File: src/rtl/mole_pkg.sv
// Shared types and constants for the whack-a-mole round sequencer.
package mole_pkg;

  typedef enum logic [1:0] {
    IDLE = 2'd0,
    ARM  = 2'd1,
    SHOW = 2'd2,
    OVER = 2'd3
  } state_t;

  // Right-shifting Galois form of x^8 + x^6 + x^5 + x^4 + 1.
  localparam logic [7:0] LFSR_TAPS = 8'hB8;

  localparam int CNT_W = 8;

endpackage

File: src/rtl/mole_lfsr.sv
// Free-running 8-bit Galois LFSR used as the hole-selection entropy source.
module mole_lfsr
  import mole_pkg::*;
#(
  parameter logic [7:0] SEED = 8'hA5
) (
  input  logic       clk,
  input  logic       rst,
  output logic [7:0] q
);

  logic [7:0] r_q;

  always_ff @(posedge clk or negedge rst) begin
    if (!rst) begin
      r_q <= SEED;
    end else if (r_q[0]) begin
      r_q <= (r_q >> 1) ^ LFSR_TAPS;
    end else begin
      r_q <= r_q >> 1;
    end
  end

  assign q = r_q;

endmodule

File: src/rtl/mole_round_ctrl.sv
// Round sequencer: picks a hole, lights the mole, runs the round timer and
// scores hits versus timeouts, then pulses the sound timer on a hit.
module mole_round_ctrl
  import mole_pkg::*;
#(
  parameter int         NUM_HOLES = 9,
  parameter int         ROUNDS    = 16,
  parameter logic [7:0] SEED      = 8'hA5
) (
  input  logic                 clk,
  input  logic                 rst,
  input  logic                 game_start,
  input  logic [NUM_HOLES-1:0] hit,
  input  logic                 timer_done,
  output logic                 timer_start,
  output logic                 sfx_start,
  output logic [NUM_HOLES-1:0] mole,
  output logic [CNT_W-1:0]     score,
  output logic [CNT_W-1:0]     misses,
  output logic [CNT_W-1:0]     round_idx,
  output logic                 busy,
  output logic                 game_over,
  output state_t               dbg_state
);

  // Timer handshake: timer_start is a level held high for the whole of SHOW;
  // timer_done is a single-cycle pulse that only counts while in SHOW. The
  // one-cycle ARM gap with timer_start low lets the timer clear between rounds.

  localparam int                 HOLE_W    = 5;
  localparam logic [HOLE_W-1:0]  NO_HOLE   = HOLE_W'(NUM_HOLES);
  localparam logic [HOLE_W-1:0]  LAST_HOLE = HOLE_W'(NUM_HOLES - 1);
  localparam logic [7:0]         NH8       = 8'(NUM_HOLES);
  localparam logic [CNT_W-1:0]   ROUNDS_C  = CNT_W'(ROUNDS);

  state_t               r_state;
  state_t               w_next;
  logic [7:0]           w_lfsr;
  logic [HOLE_W-1:0]    r_prev_hole;
  logic [HOLE_W-1:0]    w_h_raw;
  logic [HOLE_W-1:0]    w_h_inc;
  logic [HOLE_W-1:0]    w_hole;
  logic [NUM_HOLES-1:0] r_mole;
  logic [NUM_HOLES-1:0] w_onehot;
  logic [CNT_W-1:0]     r_score;
  logic [CNT_W-1:0]     r_misses;
  logic [CNT_W-1:0]     r_round;
  logic                 r_sfx;
  logic                 w_hit_ok;
  logic                 w_round_end;
  logic                 w_last;

  mole_lfsr #(
    .SEED(SEED)
  ) u_lfsr (
    .clk(clk),
    .rst(rst),
    .q  (w_lfsr)
  );

  // Never light the same hole twice in a row; bump to the next hole instead.
  assign w_h_raw  = HOLE_W'(w_lfsr % NH8);
  assign w_h_inc  = (w_h_raw == LAST_HOLE) ? '0 : w_h_raw + HOLE_W'(1);
  assign w_hole   = (w_h_raw == r_prev_hole) ? w_h_inc : w_h_raw;
  assign w_onehot = {{(NUM_HOLES-1){1'b0}}, 1'b1} << w_hole;

  // A correct hit takes priority over a simultaneous timeout.
  assign w_hit_ok    = |(hit & r_mole);
  assign w_round_end = w_hit_ok | timer_done;
  assign w_last      = (r_round + CNT_W'(1)) == ROUNDS_C;

  always_ff @(posedge clk or negedge rst) begin
    if (!rst) begin
      r_state <= IDLE;
    end else begin
      r_state <= w_next;
    end
  end

  always_comb begin
    w_next = r_state;
    case (r_state)
      IDLE:    if (game_start) w_next = ARM;
      ARM:     w_next = SHOW;
      SHOW:    if (w_round_end) w_next = w_last ? OVER : ARM;
      OVER:    if (game_start) w_next = ARM;
      default: w_next = IDLE;
    endcase
  end

  always_ff @(posedge clk or negedge rst) begin
    if (!rst) begin
      r_mole      <= '0;
      r_prev_hole <= NO_HOLE;
      r_score     <= '0;
      r_misses    <= '0;
      r_round     <= '0;
      r_sfx       <= 1'b0;
    end else begin
      r_sfx <= 1'b0;
      case (r_state)
        IDLE, OVER: begin
          if (game_start) begin
            r_score  <= '0;
            r_misses <= '0;
            r_round  <= '0;
          end
        end
        ARM: begin
          r_mole      <= w_onehot;
          r_prev_hole <= w_hole;
        end
        SHOW: begin
          if (w_hit_ok) begin
            r_score <= r_score + CNT_W'(1);
            r_round <= r_round + CNT_W'(1);
            r_sfx   <= 1'b1;
            r_mole  <= '0;
          end else if (timer_done) begin
            r_misses <= r_misses + CNT_W'(1);
            r_round  <= r_round + CNT_W'(1);
            r_mole   <= '0;
          end
        end
        default: ;
      endcase
    end
  end

  assign timer_start = (r_state == SHOW);
  assign busy        = (r_state == ARM) || (r_state == SHOW);
  assign game_over   = (r_state == OVER);
  assign sfx_start   = r_sfx;
  assign mole        = r_mole;
  assign score       = r_score;
  assign misses      = r_misses;
  assign round_idx   = r_round;
  assign dbg_state   = r_state;

endmodule

File: config.mk
export PLATFORM = sky130hd
export DESIGN_NAME = mole_round_ctrl
export DESIGN_NICKNAME = d
export VERILOG_FILES = /design/src/rtl/mole_pkg.sv /design/src/rtl/mole_lfsr.sv /design/src/rtl/mole_round_ctrl.sv
export SDC_FILE = /design/constraint.sdc
export NUM_CORES = 1
export LEC_CHECK = 0
export BUFFER_PORTS_ARGS = -buffer_cell sky130_fd_sc_hd__buf_2
export CORE_UTILIZATION = 50
export CTS_CLUSTER_SIZE = 24
export DETAILED_ROUTE_END_ITERATION = 6
export PLACE_DENSITY = 0.68
export REMOVE_ABC_BUFFERS = 1
export SLEW_MARGIN = 20
export SYNTH_ARGS = -nofsm -noshare
export SYNTH_HDL_FRONTEND = slang
export SYNTH_SLANG_ARGS = --single-unit
File: constraint.sdc
create_clock -name clk -period 7.7 [get_ports clk]
set_clock_uncertainty 0.15 [all_clocks]
set_input_delay 1.155 -clock clk [delete_from_list [all_inputs] [get_ports clk]]
set_output_delay 1.155 -clock clk [all_outputs]
set_load 0.05 [all_outputs]
; Word-level counts from Yosys, hierarchy flattened
; Index checks and enable logic that the tools add are counted.
[totals]
rom_bits = 0
ram_bits = 0
input_bits = 13
n_memories = 0
latchBits = 0
ff_bits = 49
[op_classes]
n_mul = 0
magnitude_cmp = 0
n_reduce_logical = 11
n_addsub = 4
shift = 1
bitwise = 3
n_eq_ne = 12
n_mux = 21
n_div = 1
[op_table]
columns = operator, n
row1 = two-way mux 8 bit, 7
row2 = case mux 8 bit (2 select lines), 3
row3 = adder 8 x 1 -> 8 bit (second input constant), 3
row4 = two-way mux 9 bit, 2
row5 = case mux 9 bit (2 select lines), 1
row6 = two-way mux 5 bit, 2
row7 = AND 9 bit, 1
row8 = OR reduction 9 bit, 1
row9 = << shifter 1 x 5 -> 9 bit (first input constant), 1
row10 = == test 8 x 5 -> 1 bit (second input constant), 1
row11 = remainder unit 8 x 4 -> 8 bit (second input constant), 1
row12 = two-way mux 2 bit, 3
row13 = inequality test 2 x 1 -> 1 bit (second input constant), 3
row14 = case mux 2 bit (3 select lines), 1
row15 = AND reduction 3 bit, 2
row16 = adder 5 x 1 -> 5 bit (second input constant), 1
row17 = == test 5 x 4 -> 1 bit (second input constant), 1
row18 = == test 5 bit, 1
row19 = == test 2 bit (second input constant), 2
row20 = inequality test 2 bit (second input constant), 2
row21 = inverter 3 -> 4 bit, 1
row22 = AND reduction 2 bit, 2
row23 = AND reduction 4 bit, 1
row24 = nonzero test 2 bit, 2
row25 = other kinds (7), 8

; Depth between registers and ports, before layout
[logic_depth]
ltp_word = 6
depth_mapped = 27
ltp_nobuf = 24

; By module
; From an unflattened synthesis, not the netlist that was laid out.
[hier_totals]
hier_cells = 425
hier_area_um2 = 3831.2
[modules_own_cells]
columns = mod, area_each_um2, instances, cells_per_inst
row1 = mole_round_ctrl, 3599.7, 1, 414
row2 = mole_lfsr, 231.5, 1, 11

; Worst setup path after synthesis
; Ideal clock, no wire load.
[synth_timing]
path_kind = register -> register
startpoint = register u_lfsr.r_q[5] (netlist: u_lfsr.q[5])
endpoint = register r_mole[8] (netlist: mole[8])
t_arrival_ns = 5.649
required_time_ns = 7.472
setup_slack_ns = 1.823
n_path_buf = 3
path_stages_with_launch = 28
path_cell_list = dfstp_2 buf_2 clkbuf_1 or4bb_1 a31o_2 o21ai_0 inv_1 ha_1 a211o_1 nor3b_1 a21bo_4 nand2_1 xnor2_1 inv_1 ha_1 and4_4 a311o_1 a21oi_1 nand2_1 and2_1 clkbuf_2 inv_1 ha_1 inv_1 nor4_4 o21bai_1 a2111o_1 o21ai_1
[synth_between]
elab_chain_len = 6
word_cells_on_any_way = 8
cone_classes = 1 x add/sub / 1 x div / 2 x eq/ne / 1 x shift / 3 x mux
[synth_rtl]
columns = item, line_no
row1 = start: declaration, mole_lfsr.sv:12  ; logic [7:0] r_q;
row2 = start signal: assignment, mole_lfsr.sv:18  ; r_q <= (r_q >> 1) ^ LFSR_TAPS;
row3 = start signal: assignment, mole_lfsr.sv:20  ; r_q <= r_q >> 1;
row4 = remainder unit 8 x 4 -> 8 bit *, mole_round_ctrl.sv:62  ; assign w_h_raw = HOLE_W'(w_lfsr % NH8);
row5 = adder 5 x 1 -> 5 bit or == test 5 x 4 -> 1 bit (tied branches), mole_round_ctrl.sv:63  ; assign w_h_inc = (w_h_raw == LAST_HOLE) ? '0 : w_h_raw + HOLE_W'(1);
row6 = two-way mux 5 bit, mole_round_ctrl.sv:63
row7 = two-way mux 5 bit *, mole_round_ctrl.sv:64  ; assign w_hole = (w_h_raw == r_prev_hole) ? w_h_inc : w_h_raw;
row8 = << shifter 1 x 5 -> 9 bit *, mole_round_ctrl.sv:65  ; assign w_onehot = {{(NUM_HOLES-1){1'b0}}, 1'b1} << w_hole;
row9 = case mux 9 bit (2 select lines) *, mole_round_ctrl.sv:101  ; case (r_state)
row10 = end signal: assignment, mole_round_ctrl.sv:110  ; r_mole <= w_onehot;
row11 = end: declaration, mole_round_ctrl.sv:43  ; logic [NUM_HOLES-1:0] r_mole;
; Every way passes the cells marked *; elsewhere a longest branch is shown, timed or not.
; A chain may end at the register's enable or synchronous reset.

; Final worst setup path
[layout_timing]
startpoint = register u_lfsr.r_q[2] (netlist: u_lfsr.q[2])
endpoint = register r_mole[6] (netlist: mole[6])
; Same word-level chain as after synthesis.

==> run metrics <==
Post-Synth Simple-Gate Area 23.71%; Hold Fails Final Rpt 0; Period Utilization, post-route 81.95%; post-route met1 wirelength 3822 um; data arrival time of the critical path 6.37 ns; total detailed-routing wirelength 7911 um; run status finished, final reports clean; worst min-delay path category reg -> reg; number of global-route vias before repair 2,743; post-route design area 3969 um2; total of max-cap violations 0; Final setup viols 0; I/O pin total 52; main combinational cell family by area after synthesis compound AO/OA/AOI/OAI gates; fraction of synthesis flops using an asynchronous set or reset pin 100.0%; Overall Global Routing Usage 21.97%; Met3 Wirelength 296 um; Core Rows 30; instance count of the mapped netlist 404; number of slew-limit violations in the final report 0; power density over the cells 238.0 nW/um2; Iter 0 DRT Violations 149; Crit Path Category reg -> reg; total number of clock tree sinks 49; number of design rule violations left after detail routing 0; highest metal layer with signal wires met4; TritonCTS Buffers 5; synth-to-layout area growth 11.10%; first drt pass iteration count 4; Compound-Gate Fraction of Synth Area 24.52%; number of enable flip-flop cells after synthesis 0; met2 WL post-DR 3654 um; Nets 473; post-synthesis cell type with the largest combined area dfrtp_1; unrepaired setup endpoints after global routing false; Placed Instance Area 3885 um2; count of different cell masters after synthesis 74; leading cell type in the layout, fill and taps excluded buf_2; diodes inserted 0; fraction of layout cells with a size suffix above 1 20.31%; Setup Fix Bufs, Post-CTS 0; warning count from the yosys run 0; count of instances resized after the clock tree is built 0; Fillers 665; critical path launch point type register; die span in x 86.53 um; leakage power 1.928 nW; number of buffers on the longest clock path 2; leading cell types in the layout, fill and taps excluded 51 x buf_2, 44 x nand2_1, 43 x dfrtp_1, 39 x nor2_1; vias per inst 5.710; Congestion Overflow GR 0; CTS tree yes; DPL Wire Length 5858 um; Post-Syn Area 3572 um2; top-area cell type share of the netlist area 30.12%; timing-limited maximum frequency 158.5 MHz; setup TNS 0 ns; Die Height 86.53 um; critical path fanouts, max 18; CTS clk-pin slew, worst paths 0.09 ns; area share of fa/ha/maj cells after synthesis 4.553%; prevailing post-synth register cell dfrtp_1; fraction of synthesized area in multiplexers 2.347%; wire per inst 14.54 um; minimum clock period after layout 6.310 ns; count of state elements after synthesis 49; die outline area 7487 um2; required time of the worst setup path 7.76 ns; Post-DRT Antenna Nets 0; root buffer cell clkbuf_8; first-pass GRT wire length 13,100 um; cts-stage hold buffer count 0; overall power after layout 944.5 uW; Max IR drop VDD 328.6 uV; number of antenna violations at the first check in global routing 0; Worst Setup End Kind register; detailed-route via count 3,106; slew at the pin closest to its max-slew limit 1.038 ns; ranking of synthesized cells by area dfrtp_1 30%, nand2_1 4.6%, ha_1 4.6%; number of input and output port buffers inserted 51; Seq/Total Area, Yosys 34.54%; Max H-tree Level 2; final weighted congestion of routability-driven global placement 0.8378; XOR/XNOR share of the synthesized area 6.165%; Slew headroom 30.05%; clk_lat worst skew 0.30 ns; pin count of the biggest net entering global routing 50; initial standard-cell utilization of the core 52.29%; mean instance size in the synthesized netlist 8.842 um2; placeable core region 6832 um2
## layout make-up
type	count	area, um2	share of cell area, %
clock buffers	7	76.32	1.923
repair buffers	54	277.8	6.999
well taps	96	120.1	3.026
multi-input cells	320	2190	55.17
inverters	17	63.81	1.608
clock inverters	1	7.507	0.1892
flip-flops and latches	49	1234	31.08
## where the power goes
part / total (mW) / leakage, nW / internal (mW) / switching, mW
clock network: 0.148 / 0.0385 / 0.0644 / 0.0839
logic: 0.467 / 1.24 / 0.133 / 0.334
registers: 0.330 / 0.648 / 0.294 / 0.0360
total: 0.945 / 1.93 / 0.490 / 0.454
## logic make-up (layout without fill, tap and decap cells)
group	after synthesis	count (layout)
adders and majority gates	13	13
DFF	49	49
xor gates and xnor gates	22	22
muxes	8	8
buffers and inverters	35	79
AOI/OAI and AO/OA	113	113
and+or+nand+nor	164	164
## per-layer routing
layer,global-route usage (%),vias to the layer above
met5,0,-
met4,6.970,0
met3,3.333,11
met2,34.92,67
met1,30.96,1473
li1,-,1555
## cells in the mapped netlist (8+ instances only)
library cell,instances
a22o_1,12
nand3_1,17
nand2b_1,8
inv_1,17
ha_1,13
xor2_1,16
nor3_1,9
o31ai_1,10
nor2_1,39
a21oi_1,15
dfrtp_1,43
nand2_1,44
o21ai_0,16
## flip-flops by register name, summed over array words and instances (netlist names)
register / cells
round_idx: 8
misses: 8
u_lfsr.q: 8
dbg_state: 2
r_prev_hole: 5
sfx_start: 1
score: 8
mole: 9
## path summary, 6_finish.rpt
| check | from | end | slack [ns] | depth (start not counted) |
|---|---|---|---|---|
| max in group asynchronous | rst | score[6] | 6.18 | 2 |
| hold reg to reg | u_lfsr.q[0] | u_lfsr.q[7] | 0.34 | 0 |
| setup reg to reg | u_lfsr.q[2] | mole[6] | 1.39 | 24 |
| setup / recovery | u_lfsr.q[2] | mole[6] | 1.39 | 24 |
| hold / removal | u_lfsr.q[0] | u_lfsr.q[7] | 0.34 | 0 |
| min in group asynchronous | rst | round_idx[7] | 0.78 | 2 |
## critical path, stage by stage, from the launching register on
cell      delay, ns
dfstp_2        0.71
or3b_2         0.47
a31o_2         0.25
o21ai_0        0.14
inv_1          0.12
ha_1           0.22
a211o_1        0.23
nor3b_1        0.36
a21bo_4        0.23
nand2_1        0.10
xnor2_1        0.23
inv_1          0.09
ha_1           0.21
and4_4         0.15
a311o_1        0.30
a21oi_1        0.34
nand2b_1       0.19
and2_1         0.25
inv_1          0.13
ha_1           0.21
inv_1          0.11
nor4_4         0.08
or3_1          0.35
mux2_2         0.33
o31ai_1        0.25
## per-stage QoR
stage | std cells | setup slack (ns) | hold slack [ns] | utilization [%]
after floorplan | 386 | 2.050 | 0.2870 | -
final | 544 | 1.390 | 0.3388 | 58.10
after global routing | 544 | 0.8918 | 0.3539 | 58.10
after global placement | 536 | 1.648 | 0.3252 | 56.87
after CTS | 544 | 1.435 | 0.3391 | 58.10
after detailed placement | 536 | 1.439 | 0.3266 | 56.87
(Power assumes the default switching activity.)
